## src/rtl/calc_pkg.sv

```systemverilog
// Shared types and key codes for the keypad calculator engine.
package calc_pkg;

  typedef enum logic [2:0] {
    StEntry1 = 3'd0,
    StEntry2 = 3'd1,
    StExec   = 3'd2,
    StResult = 3'd3,
    StError  = 3'd4
  } calc_state_t;

  typedef enum logic [2:0] {
    OpNone = 3'd0,
    OpAdd  = 3'd1,
    OpSub  = 3'd2,
    OpMul  = 3'd3,
    OpDiv  = 3'd4
  } calc_op_t;

  localparam logic [4:0] KEY_ADD = 5'd10;
  localparam logic [4:0] KEY_SUB = 5'd11;
  localparam logic [4:0] KEY_MUL = 5'd12;
  localparam logic [4:0] KEY_DIV = 5'd13;
  localparam logic [4:0] KEY_EQ  = 5'd14;
  localparam logic [4:0] KEY_CLR = 5'd15;

  function automatic calc_op_t key_to_op(input logic [4:0] code);
    case (code)
      KEY_ADD: return OpAdd;
      KEY_SUB: return OpSub;
      KEY_MUL: return OpMul;
      KEY_DIV: return OpDiv;
      default: return OpNone;
    endcase
  endfunction

endpackage

```

## src/rtl/calc_if.sv

```systemverilog
// Keypad event input and display-status output bundle of the calculator engine.
interface calc_if #(
    parameter int unsigned WIDTH = 32
);
    logic             key_valid;
    logic [4:0]       key_code;
    logic [WIDTH-1:0] disp_val;
    logic             disp_neg;
    logic [2:0]       op_sel;
    logic             busy;
    logic             err;
    logic [2:0]       state_o;

    modport master (
        output key_valid, key_code,
        input  disp_val, disp_neg, op_sel, busy, err, state_o
    );

    modport slave (
        input  key_valid, key_code,
        output disp_val, disp_neg, op_sel, busy, err, state_o
    );
endinterface

```

## src/rtl/calc_seq_alu.sv

```systemverilog
// Sequential arithmetic unit: single-cycle add/sub, iterative multiply and (with CALC_DIV_EN)
// restoring divide; start and done are one-cycle pulses, clr_i abandons any iteration.
module calc_seq_alu
    import calc_pkg::*;
#(
    parameter int unsigned WIDTH = 32
) (
    input  logic             hz100,
    input  logic             reset,
    input  logic             start_i,
    input  logic             clr_i,
    input  calc_op_t         op_i,
    input  logic [WIDTH-1:0] a_i,
    input  logic [WIDTH-1:0] b_i,
    output logic             done_o,
    output logic [WIDTH-1:0] result_o,
    output logic             neg_o,
    output logic             ovf_o
);
    localparam int unsigned CntW = $clog2(WIDTH);

    // {partial product, remaining multiplier} consumed LSB first.
    function automatic logic [2*WIDTH-1:0] mul_step(input logic [2*WIDTH-1:0] acc,
                                                    input logic [WIDTH-1:0]   mcand);
        logic [WIDTH:0] sum;
        sum = {1'b0, acc[2*WIDTH-1:WIDTH]} + (acc[0] ? {1'b0, mcand} : '0);
        return {sum, acc[WIDTH-1:1]};
    endfunction

`ifdef CALC_DIV_EN
    // {remainder, dividend/quotient}; quotient bits shift in from the right.
    function automatic logic [2*WIDTH-1:0] div_step(input logic [2*WIDTH-1:0] acc,
                                                    input logic [WIDTH-1:0]   dvsr);
        logic [WIDTH:0] sh;
        logic [WIDTH:0] trial;
        sh    = {acc[2*WIDTH-1:WIDTH], acc[WIDTH-1]};
        trial = sh - {1'b0, dvsr};
        if (sh >= {1'b0, dvsr}) return {trial[WIDTH-1:0], acc[WIDTH-2:0], 1'b1};
        else                    return {sh[WIDTH-1:0], acc[WIDTH-2:0], 1'b0};
    endfunction
`endif

    calc_op_t           op_q;
    logic [2*WIDTH-1:0] acc_q;
    logic [2*WIDTH-1:0] acc_step;
    logic [WIDTH-1:0]   opnd_q;
    logic [CntW-1:0]    cnt_q;
    logic               run_q;
    logic               done_q;
    logic [WIDTH-1:0]   res_q;
    logic               neg_q;
    logic               ovf_q;

    always_comb begin
        acc_step = mul_step(acc_q, opnd_q);
`ifdef CALC_DIV_EN
        if (op_q == OpDiv) acc_step = div_step(acc_q, opnd_q);
`endif
    end

    always_ff @(posedge hz100 or negedge reset) begin
        if (!reset) begin
            op_q   <= OpNone;
            acc_q  <= '0;
            opnd_q <= '0;
            cnt_q  <= '0;
            run_q  <= 1'b0;
            done_q <= 1'b0;
            res_q  <= '0;
            neg_q  <= 1'b0;
            ovf_q  <= 1'b0;
        end else if (clr_i) begin
            op_q   <= OpNone;
            cnt_q  <= '0;
            run_q  <= 1'b0;
            done_q <= 1'b0;
            res_q  <= '0;
            neg_q  <= 1'b0;
            ovf_q  <= 1'b0;
        end else begin
            done_q <= 1'b0;
            if (start_i) begin
                op_q  <= op_i;
                neg_q <= 1'b0;
                ovf_q <= 1'b0;
                unique case (op_i)
                    OpAdd: begin
                        {ovf_q, res_q} <= {1'b0, a_i} + {1'b0, b_i};
                        done_q         <= 1'b1;
                    end
                    OpSub: begin
                        if (a_i >= b_i) begin
                            res_q <= a_i - b_i;
                        end else begin
                            res_q <= b_i - a_i;
                            neg_q <= 1'b1;
                        end
                        done_q <= 1'b1;
                    end
                    // First iteration happens on the start edge itself.
                    OpMul: begin
                        acc_q  <= mul_step({{WIDTH{1'b0}}, b_i}, a_i);
                        opnd_q <= a_i;
                        cnt_q  <= CntW'(1);
                        run_q  <= 1'b1;
                    end
`ifdef CALC_DIV_EN
                    OpDiv: begin
                        if (b_i == '0) begin
                            res_q  <= '0;
                            ovf_q  <= 1'b1;
                            done_q <= 1'b1;
                        end else begin
                            acc_q  <= div_step({{WIDTH{1'b0}}, a_i}, b_i);
                            opnd_q <= b_i;
                            cnt_q  <= CntW'(1);
                            run_q  <= 1'b1;
                        end
                    end
`endif
                    default: begin
                        res_q  <= '0;
                        done_q <= 1'b1;
                    end
                endcase
            end else if (run_q) begin
                acc_q <= acc_step;
                cnt_q <= cnt_q + CntW'(1);
                if (cnt_q == CntW'(WIDTH - 1)) begin
                    run_q  <= 1'b0;
                    done_q <= 1'b1;
                    res_q  <= acc_step[WIDTH-1:0];
                    ovf_q  <= (op_q == OpMul) && (|acc_step[2*WIDTH-1:WIDTH]);
                end
            end
        end
    end

    assign done_o   = done_q;
    assign result_o = res_q;
    assign neg_o    = neg_q;
    assign ovf_o    = ovf_q;

endmodule

```

## src/rtl/calc_engine.sv

```systemverilog
// Keypad calculator sequencer: operand entry, operator latching, result chaining and error hold.
// Define CALC_DIV_EN to accept the DIV key and build the divider.
module calc_engine
    import calc_pkg::*;
#(
    parameter int unsigned WIDTH      = 32,
    parameter int unsigned MAX_DIGITS = 8
) (
    input  logic  hz100,
    input  logic  reset,
    calc_if.slave bus
);
    localparam int unsigned DigW = $clog2(MAX_DIGITS + 1);

    calc_state_t      state_q;
    calc_op_t         op_sel_q;
    logic [WIDTH-1:0] op1_q;
    logic [WIDTH-1:0] op2_q;
    logic [DigW-1:0]  cnt1_q;
    logic [DigW-1:0]  cnt2_q;
    logic [WIDTH-1:0] disp_val_q;
    logic             disp_neg_q;
    logic             busy_q;
    logic             err_q;
    logic             start_q;

    logic             is_digit;
    logic             is_op;
    logic             is_eq;
    logic             is_clr;
    calc_op_t         key_op;
    logic [WIDTH-1:0] digit;
    logic [WIDTH-1:0] acc1;
    logic [WIDTH-1:0] acc2;

    logic             alu_done;
    logic [WIDTH-1:0] alu_res;
    logic             alu_neg;
    logic             alu_ovf;

    assign is_digit = bus.key_valid && (bus.key_code < 5'd10);
    assign is_eq    = bus.key_valid && (bus.key_code == KEY_EQ);
    assign is_clr   = bus.key_valid && (bus.key_code == KEY_CLR);
`ifdef CALC_DIV_EN
    assign is_op    = bus.key_valid && (bus.key_code >= KEY_ADD) && (bus.key_code <= KEY_DIV);
`else
    assign is_op    = bus.key_valid && (bus.key_code >= KEY_ADD) && (bus.key_code <= KEY_MUL);
`endif
    assign key_op   = key_to_op(bus.key_code);
    assign digit    = WIDTH'(bus.key_code[3:0]);
    // op*10 + d; the digit limit keeps this from wrapping.
    assign acc1     = (op1_q << 3) + (op1_q << 1) + digit;
    assign acc2     = (op2_q << 3) + (op2_q << 1) + digit;

    always_ff @(posedge hz100 or negedge reset) begin
        if (!reset) begin
            state_q    <= StEntry1;
            op_sel_q   <= OpNone;
            op1_q      <= '0;
            op2_q      <= '0;
            cnt1_q     <= '0;
            cnt2_q     <= '0;
            disp_val_q <= '0;
            disp_neg_q <= 1'b0;
            busy_q     <= 1'b0;
            err_q      <= 1'b0;
            start_q    <= 1'b0;
        end else begin
            start_q <= 1'b0;
            if (is_clr) begin
                state_q    <= StEntry1;
                op_sel_q   <= OpNone;
                op1_q      <= '0;
                op2_q      <= '0;
                cnt1_q     <= '0;
                cnt2_q     <= '0;
                disp_val_q <= '0;
                disp_neg_q <= 1'b0;
                busy_q     <= 1'b0;
                err_q      <= 1'b0;
            end else begin
                unique case (state_q)
                    StEntry1: begin
                        if (is_digit) begin
                            if (cnt1_q < DigW'(MAX_DIGITS)) begin
                                op1_q      <= acc1;
                                cnt1_q     <= cnt1_q + DigW'(1);
                                disp_val_q <= acc1;
                            end
                        end else if (is_op) begin
                            op_sel_q <= key_op;
                            op2_q    <= '0;
                            cnt2_q   <= '0;
                            state_q  <= StEntry2;
                        end
                    end
                    StEntry2: begin
                        if (is_digit) begin
                            if (cnt2_q < DigW'(MAX_DIGITS)) begin
                                op2_q      <= acc2;
                                cnt2_q     <= cnt2_q + DigW'(1);
                                disp_val_q <= acc2;
                            end
                        end else if (is_op) begin
                            if (cnt2_q == '0) op_sel_q <= key_op;
                        end else if (is_eq) begin
                            state_q <= StExec;
                            start_q <= 1'b1;
                        end
                    end
                    StExec: begin
                        if (alu_done) begin
                            busy_q <= 1'b0;
                            if (alu_ovf) begin
                                state_q    <= StError;
                                err_q      <= 1'b1;
                                disp_val_q <= '0;
                                disp_neg_q <= 1'b0;
                            end else begin
                                state_q    <= StResult;
                                disp_val_q <= alu_res;
                                disp_neg_q <= alu_neg;
                            end
                        end else begin
                            busy_q <= 1'b1;
                        end
                    end
                    StResult: begin
                        if (is_digit) begin
                            op1_q      <= digit;
                            cnt1_q     <= DigW'(1);
                            op2_q      <= '0;
                            cnt2_q     <= '0;
                            op_sel_q   <= OpNone;
                            disp_val_q <= digit;
                            disp_neg_q <= 1'b0;
                            state_q    <= StEntry1;
                        end else if (is_op && !disp_neg_q) begin
                            op1_q    <= disp_val_q;
                            op2_q    <= '0;
                            cnt2_q   <= '0;
                            op_sel_q <= key_op;
                            state_q  <= StEntry2;
                        end
                    end
                    StError: ;
                    default: state_q <= StEntry1;
                endcase
            end
        end
    end

    calc_seq_alu #(
        .WIDTH(WIDTH)
    ) u_alu (
        .hz100   (hz100),
        .reset   (reset),
        .start_i (start_q),
        .clr_i   (is_clr),
        .op_i    (op_sel_q),
        .a_i     (op1_q),
        .b_i     (op2_q),
        .done_o  (alu_done),
        .result_o(alu_res),
        .neg_o   (alu_neg),
        .ovf_o   (alu_ovf)
    );

    assign bus.disp_val = disp_val_q;
    assign bus.disp_neg = disp_neg_q;
    assign bus.op_sel   = op_sel_q;
    assign bus.busy     = busy_q;
    assign bus.err      = err_q;
    assign bus.state_o  = state_q;

endmodule

```

## src/flat_wrapper.sv

```systemverilog
// flat-port wrapper written by rule: the top's interface ports become plain ports
module calc_engine_flat import calc_pkg::*;
#(
    parameter int unsigned WIDTH      = 32,
    parameter int unsigned MAX_DIGITS = 8
)
  (hz100, reset, bus_key_valid, bus_key_code, bus_disp_val, bus_disp_neg, bus_op_sel, bus_busy, bus_err, bus_state_o);
  calc_if #(.WIDTH(WIDTH)) bus_i ();
  input  logic hz100;
  input  logic reset;
  input wire logic [$bits(bus_i.key_valid)-1:0] bus_key_valid;
  input wire logic [$bits(bus_i.key_code)-1:0] bus_key_code;
  output wire logic [$bits(bus_i.disp_val)-1:0] bus_disp_val;
  output wire logic [$bits(bus_i.disp_neg)-1:0] bus_disp_neg;
  output wire logic [$bits(bus_i.op_sel)-1:0] bus_op_sel;
  output wire logic [$bits(bus_i.busy)-1:0] bus_busy;
  output wire logic [$bits(bus_i.err)-1:0] bus_err;
  output wire logic [$bits(bus_i.state_o)-1:0] bus_state_o;
  assign bus_i.key_valid = bus_key_valid;
  assign bus_i.key_code = bus_key_code;
  assign bus_disp_val = bus_i.disp_val;
  assign bus_disp_neg = bus_i.disp_neg;
  assign bus_op_sel = bus_i.op_sel;
  assign bus_busy = bus_i.busy;
  assign bus_err = bus_i.err;
  assign bus_state_o = bus_i.state_o;
  calc_engine #(.WIDTH(WIDTH), .MAX_DIGITS(MAX_DIGITS)) u_core (.hz100(hz100), .reset(reset), .bus(bus_i));
endmodule
```

## config.mk

```make
export PLATFORM = sky130hd
export DESIGN_NAME = calc_engine_flat
export DESIGN_NICKNAME = d
export VERILOG_FILES = /design/src/rtl/calc_pkg.sv /design/src/rtl/calc_if.sv /design/src/rtl/calc_seq_alu.sv /design/src/rtl/calc_engine.sv /design/src/flat_wrapper.sv
export SDC_FILE = /design/constraint.sdc
export NUM_CORES = 1
export LEC_CHECK = 0
export ABC_AREA = 1
export BUFFER_PORTS_ARGS = -buffer_cell sky130_fd_sc_hd__buf_2
export CORE_MARGIN = 2
export CORE_UTILIZATION = 50
export CTS_BUF_LIST = sky130_fd_sc_hd__clkbuf_4
export DETAILED_ROUTE_END_ITERATION = 10
export PLACE_DENSITY_LB_ADDON = 0.1
export SLEW_MARGIN = 25
export SYNTH_ARGS = -nofsm -noshare
export SYNTH_HDL_FRONTEND = slang
export SYNTH_SLANG_ARGS = --single-unit
```

## constraint.sdc

```tcl
create_clock -name hz100 -period 3.1 [get_ports hz100]
set_input_delay 0.155 -clock hz100 [delete_from_list [all_inputs] [get_ports hz100]]
set_output_delay 0.155 -clock hz100 [all_outputs]
set_load 0.02 [all_outputs]
```

==> impl_metrics.yaml, run 1 <==
run_status:
  status: "complete, but fails checks"
  failed_checks: "setup timing"
global_route:
  grtUsageTotal_pct: 43.2
  grt_max_degree: 97
  grt_pass1_wl_mm: 163
  grt_pass1_vias: 26200
  grt-ovfl-total: 0
  antenna_found_initial: 3
cts:
  cts_buffer_depth: 3
  numCtsBuffers: 76
  htreeDepth: 3
  insertion_delay_ns: 0.85
  clk_transition_reported_paths_ns: 0.07
  cts_tree: "done"
  cts.sinks: 254
  cts_root_buf: "clkbuf_4"
final_layout:
  final_core_util_pct: 61.1
  drive_gt1_share_pct: 16.8
  nNetsFinal: 4394
  final_cells: 4808
  syn_to_final_growth_pct: 20.1
floorplanning:
  ios: 49
  core-area_um2: 47900
  die_h_um: 225
  die_x_um: 225
  die_area_um2: 50600
  rows: 80
  initial_utilization_pct: 50.9
routing:
  wirelength_mm: 110
  post_drt_wl_per_cell_um: 23.0
  vias_per_cell: 5.87
  drtIter0Drc: 3673
  drtAntennaViolNets: 0
  firstDrtPassIters: 9
  via_count: 28200
  drc_errors: 0
power:
  leakage_nw: 15.8
  peakVddDrop_uv: 1250
  sw_frac_of_total_pct: 56.2
  p_per_area_nw_per_um2: 1200
  combPwrFrac_pct: 74.3
  power_mw: 35.0
  p_seq_share_pct: 16.4
  power.switching_mw: 19.7
  p_clk_share_pct: 9.4
  internal-power_mw: 15.3
setup_path:
  path_cells: "buf_4 -> fa_1 -> ha_1 -> a21oi_1 -> nand2_1 -> a21oi_2 -> o21bai_2 -> nand2_1 -> nand2_1 -> nand3_1 -> nand2_1 -> o21ai_0 -> nand2_1 -> nand2_1 -> nand2_1"
  reg2reg_slack_ns: -0.04
  end_kind: "flop"
  cp.required_ns: 3.81
  rr_worst_depth: 15
  critPathLaunchType: "flop"
  crit_top_cell: "nand2_1"
  worst-path-max-fanout: 5
  worst_path_largest_cell_delay_ns: 0.50
  r2r-start: "u_core.op2_q[0]"
  setup.worst_path.start: "u_core.op2_q[0]"
  r2r_end: "u_core.bus.disp_val[31]"
  path_class: "flop to flop"
  cp_slowest_cell: "fa_1"
  arrival_ns: 3.85
  cp-endpoint: "u_core.bus.disp_val[31]"
synthesis:
  yosysWarningCount: 0
  synth-seq-area-share_pct: 26.1
  syn_area_um2: 24400
  async_flop_share_pct: 100
  synth.avg_cell_area_um2: 6.45
  synth-edff-count: 0
  ys_types: 53
  ys.flop_type: "dfrtp_1"
  postSynthNetCount: 4047
  synth-seq-cells: 254
  syn_inst: 3783
sta:
  rsz0062_at_grt: "true"
  fin_tns_setup_ns: -0.0439
  clock.fmax_ghz: 0.318
  fin_ws_ns: -0.0439
  finalSetupViolations: 1
  tightest_slew_ns: 0.978
  period_minus_slack_ns: 3.14
  fin_skew_ns: 0.0695
  post-route-period-util_pct: 101
  drv_slew: 0
  relSlewSlack_pct: 34.7
  whs_ns: 0.268
  hold_viol_final: 0
placed_design:
  hpwl_mm: 87.0
  gp_congestion: 1.05
  dp.cells: 4644
  portBuffers: 48
min_path:
  hp-start: "bus_key_code[0]"
  hold_path.class: "input port to flop"
job:
  max_cap_viol_count: 0
-- power by group through the flow --
stage | combinational [mW] | clock, mW | sequential [mW]
after floorplan | 13.7 | 0 | 5.49
after global placement | 24.0 | 0 | 5.64
after detailed placement | 23.9 | 0 | 5.64
after CTS | 24.2 | 3.30 | 5.60
after global routing | 27.9 | 3.47 | 5.77
final | 26.0 | 3.28 | 5.74
-- worst min path at each step --
| stage | endpoint | slack (ns) | depth (start not counted) |
|---|---|---|---|
| floorplan | u_core.bus.busy | -0.14 | 0 |
| global placement | u_core.u_alu.acc_q[4] | 0.24 | 1 |
| detailed placement | u_core.u_alu.acc_q[4] | 0.26 | 1 |
| CTS | u_core.op2_q[0] | 0.21 | 4 |
| global route | u_core.op2_q[0] | 0.24 | 4 |
| finish | u_core.op2_q[0] | 0.27 | 4 |
-- repair_timing --
item | CTS | global route
cloned | 0 | 1
hold buffers | 11 | 0
endpoints found under the setup margin | 26 | 88
gates resized for setup | 23 | 196
buffers inserted | 0 | 11
hold endpoints to repair | 246 | 0
pin swaps | 1 | 16
-- worst max-delay path, delay by kind of cell (launching register included) --
kind	cells	cell delay, ns
flops	1	0.43
compound gates	4	0.79
buf+inv	1	0.16
fa+ha+maj	2	0.71
simple gates	8	0.89
-- logic make-up (layout without fill, tap and decap cells) --
family,Yosys count,in the layout,synth area share [%]
adder cells (fa/ha/maj),256,256,13.4
other,0,4,0
AO/OA/AOI/OAI,794,794,18.3
XOR/XNOR,70,70,2.51
flip-flops,254,254,26.1
AND/OR/NAND/NOR,1834,1834,30.5
buffers and inverters,575,981,9.21
-- cell usage after synthesis, types with 3 or more instances --
library cell	n	area, µm²
nand2_1	1186	4450
inv_1	443	1660
a21oi_1	331	1660
nor2_1	330	1240
dfrtp_1	254	6360
ha_1	248	3100
o21ai_0	238	1190
nand3_1	201	1010
o22ai_1	65	407
clkbuf_1	63	236
xor2_1	49	429
nor3_1	42	210
a31oi_1	36	225
buf_2	34	170
a21o_1	29	218
nand4_1	29	181
xnor2_1	21	184
o21bai_1	16	120
inv_2	13	48.8
a22oi_1	11	82.6
o311ai_0	11	96.3
nand3b_1	10	75.1
o21a_1	10	75.1
or2_2	10	62.6
o211ai_1	9	67.6
buf_1	8	30.0
fa_1	8	160
a21boi_0	7	52.6
a32o_1	7	70.1
and2_1	7	43.8
clkinv_1	6	22.5
nor2_2	5	31.3
o21ai_1	5	25.0
buf_4	4	30.0
buf_6	4	45.0
o221ai_1	4	35.0
and3_1	3	18.8
-- final cells by class --
class,instances,area (µm²)
antenna,4,10.0
clock buffer,103,773
sequential,254,6370
tap,615,769
clock inverter,34,158
fill,4710,18700
multi-input combinational,2954,16500
timing repair buffer,382,2970
inverter,462,1750
-- registers in the layout (all words and copies together) (netlist names), 3 cells and up --
| name | cells |
|---|---|
| u_core.op1_q | 32 |
| u_core.u_alu.acc_q | 64 |
| u_core.u_alu.cnt_q | 5 |
| u_core.u_alu.op_q | 3 |
| u_core.bus.state_o | 3 |
| u_core.op2_q | 32 |
| u_core.cnt1_q | 4 |
| u_core.u_alu.result_o | 32 |
| u_core.bus.op_sel | 3 |
| u_core.cnt2_q | 4 |
| u_core.u_alu.opnd_q | 32 |
| u_core.bus.disp_val | 32 |
-- placed cells by master (no fill, tap or decap), types with 7 or more instances in the layout --
master         synthesis  routed
nand2_1             1186    1140
inv_1                443     440
nor2_1               330     310
a21oi_1              331     308
buf_4                  4     307
dfrtp_1              254     243
o21ai_0              238     217
ha_1                 248     214
nand3_1              201     188
clkbuf_4               0     103
o22ai_1               65      65
xor2_1                49      49
buf_2                 34      47
nand2_2                2      45
nor3_1                42      37
a31oi_1               36      35
nand4_1               29      29
a21o_1                29      28
clkinv_1               6      28
nor2_2                 5      23
a21oi_2                0      23
o21ai_1                5      19
ha_2                   0      19
xnor2_1               21      17
ha_4                   0      15
o21bai_1              16      14
inv_2                 13      13
nand3_2                0      13
buf_12                 0      12
o311ai_0              11      11
a22oi_1               11      11
dlygate4sd3_1          0      11
dfrtp_2                0      11
nand3b_1              10      10
o21a_1                10      10
or2_2                 10      10
o211ai_1               9       9
and2_1                 7       7
a32o_1                 7       7
-- layer usage --
layer  GRT usage [%]  wire (µm)  vias up
li1                -          -    13200
met1            59.7      46100    13100
met2            63.4      45500     1662
met3            11.7      13200      327
met4            17.8       5460        2
met5               0         11        -
-- stage by stage --
| step | setup WS (ns) | area, µm² |
|---|---|---|
| 2_1_floorplan | 0.322 | 24400 |
| 3_3_place_gp | -0.0965 | 27400 |
| 3_5_place_dp | -0.143 | 27400 |
| 4_1_cts | 0.00398 | 28500 |
| 5_1_grt | -0.0902 | 29300 |
| 6_report | -0.0439 | 29300 |
Power figures use the tool's default switching activity.
==> run 2, diff against run 1 <==
Settings changed: SETUP_SLACK_MARGIN from default to 0.5.
==> run 2 against run 1 <==
The run now ends clean. Critical path type unchanged. Combinational power is 25% higher. Wire length up 2.4%. Non-clock buffer count increased by 102. Power is 19% higher.
==> impl_metrics.yaml, run 2 (synthesis results as in run 1) <==
placed_design:
  portBuffers: 48
  hpwl_mm: 85.4
  place_area_um2: 27500
  dp_slack_ns: -0.131
  gp_congestion: 1.07
floorplanning:
  die_area_um2: 50600
  core-area_um2: 47900
  die_x_um: 225
  die_h_um: 225
  ios: 49
  rows: 80
  initial_utilization_pct: 50.9
cts:
  numCtsBuffers: 74
  cts_root_buf: "clkbuf_4"
  insertion_delay_ns: 0.85
  cts.sinks: 254
  clk_transition_reported_paths_ns: 0.07
  cts_tree: "done"
  htreeDepth: 3
  cts_buffer_depth: 3
setup_path:
  rr_worst_depth: 18
  cp.required_ns: 3.82
  end_kind: "flop"
  worst-path-buf-inv: 1
  path_class: "flop to flop"
  arrival_ns: 3.74
  path_cells: "buf_6 -> fa_1 -> ha_4 -> nand3_2 -> nand2_2 -> nand2_2 -> a31oi_4 -> nand2_1 -> nand2_2 -> nand2_2 -> nand2_4 -> nand3b_1 -> nand2_1 -> nand2_2 -> nand3_4 -> nand2_4 -> nand2_1 -> nand2_1"
  worst_path_largest_cell_delay_ns: 0.44
  crit_top_cell: "nand2_2"
  cp.depth: 18
  path_delay_family: "simple AND/OR/NAND/NOR gates"
  worst-path-max-fanout: 5
  critPathLaunchType: "flop"
  cp_slowest_cell: "fa_1"
power:
  peakVddDrop_uv: 1170
  leakage_nw: 16.7
  power_mw: 41.6
  p_per_area_nw_per_um2: 1270
final_layout:
  nNetsFinal: 4494
  largest_register_ffs: 64
  drive_gt1_share_pct: 28.4
  final_cell_area_um2: 32600
  final_common_cell: "nand2_1"
  mostFrequentLayoutCells: "nand2_1 (1003), inv_1 (421), buf_4 (352)"
  syn_to_final_growth_pct: 33.7
  largest_register: "u_core.u_alu.acc_q"
job:
  max_cap_viol_count: 0
sta:
  finalSetupViolations: 0
  tightest_slew_ns: 1.13
  clock.fmax_ghz: 0.331
  fin_skew_ns: 0.0585
  rsz0062_at_grt: "true"
  fin_ws_ns: 0.0803
  post-route-period-util_pct: 97.4
  relSlewSlack_pct: 24.3
  period_minus_slack_ns: 3.02
  drv_slew: 0
  hold_viol_final: 0
  fin_tns_setup_ns: 0
global_route:
  grtUsageTotal_pct: 43.0
  grt_pass1_wl_mm: 162
  grt-ovfl-total: 0
  antenna_found_initial: 3
  grt_max_degree: 88
  grt_pass1_vias: 26400
min_path:
  hold_path.class: "input port to flop"
  holdPathStages: 6
routing:
  wirelength_mm: 113
  drc_errors: 0
  post_drt_wl_per_cell_um: 23.1
  drtIter0Drc: 3299
  drtAntennaViolNets: 0
  via_count: 29100
  vias_per_cell: 5.95
  firstDrtPassIters: 6
run_status:
  status: "finished, final reports clean"
## run 2: cell types whose count changed in the layout (fill, tap and decap cells not counted), moves of 36 or more
cell     delta
a21oi_1    -66
a21oi_2    +53
buf_4      +45
buf_6      +42
nand2_1   -137
nand2_2   +100
nand2_4    +36
nand3_1    -67
nand3_2    +53
o21ai_0    -47
## run 2: area by class of cell
type                    instances  area (µm²)
flip-flops and latches        254        6390
fillers                      4321       15300
inverters                     462        1770
well taps                     615         769
multi-input cells            2954       18700
clock buffers                 107         803
diodes                          3        7.51
clock inverters                17         115
repair buffers                484        4100
## run 2: per-layer routing
metal  global-route usage [%]  up-vias  part of all wire (%)
met1                     59.3    13700                    41
li1                         -    13400                     -
met4                     18.5        2                   5.3
met2                     63.6     1752                    42
met3                     11.2      335                    12
met5                        0        -                 0.012
## run 2: what timing repair did
item | 4_1_cts | 5_1_grt
gates cloned | 3 | 3
hold buffers | 14 | 0
setup buffers | 40 | 53
setup endpoints to repair | 109 | 132
hold endpoints to repair | 273 | 0
resized for setup | 292 | 529
pin swaps | 67 | 175
## run 2: power by group
group	switching (mW)	internal [mW]
Clock	1.62	1.67
Combinational	19.8	12.7
Sequential	1.27	4.48
Total	22.7	18.9
## run 2: worst paths after layout
kind	start	endpoint	slack, ns
max	u_core.op2_q[0]	u_core.bus.disp_val[30]	0.08
min	bus_key_code[3]	u_core.bus.disp_val[3]	0.05
max reg2reg	u_core.op2_q[0]	u_core.bus.disp_val[30]	0.08
min reg2reg	u_core.u_alu.result_o[15]	u_core.u_alu.result_o[15]	0.48
max in group asynchronous	reset	u_core.u_alu.opnd_q[4]	2.12
min in group asynchronous	reset	u_core.u_alu.result_o[1]	0.53
## run 2: worst min-delay path, stage by stage
cell	delay [ns]
buf_2	0.16
buf_4	0.14
inv_2	0.05
o21ai_0	0.15
a221oi_1	0.05
o22ai_1	0.13
## run 2: stage by stage
| step | instances | hold WS [ns] | utilization, % |
|---|---|---|---|
| floorplan | 3783 | -0.141 | - |
| global placement | 4656 | 0.153 | 57.4 |
| detailed placement | 4656 | 0.156 | 57.4 |
| CTS | 4837 | 0.00916 | 62.7 |
| global route | 4895 | 0.100 | 68.0 |
| finish | 4896 | 0.0526 | 68.0 |
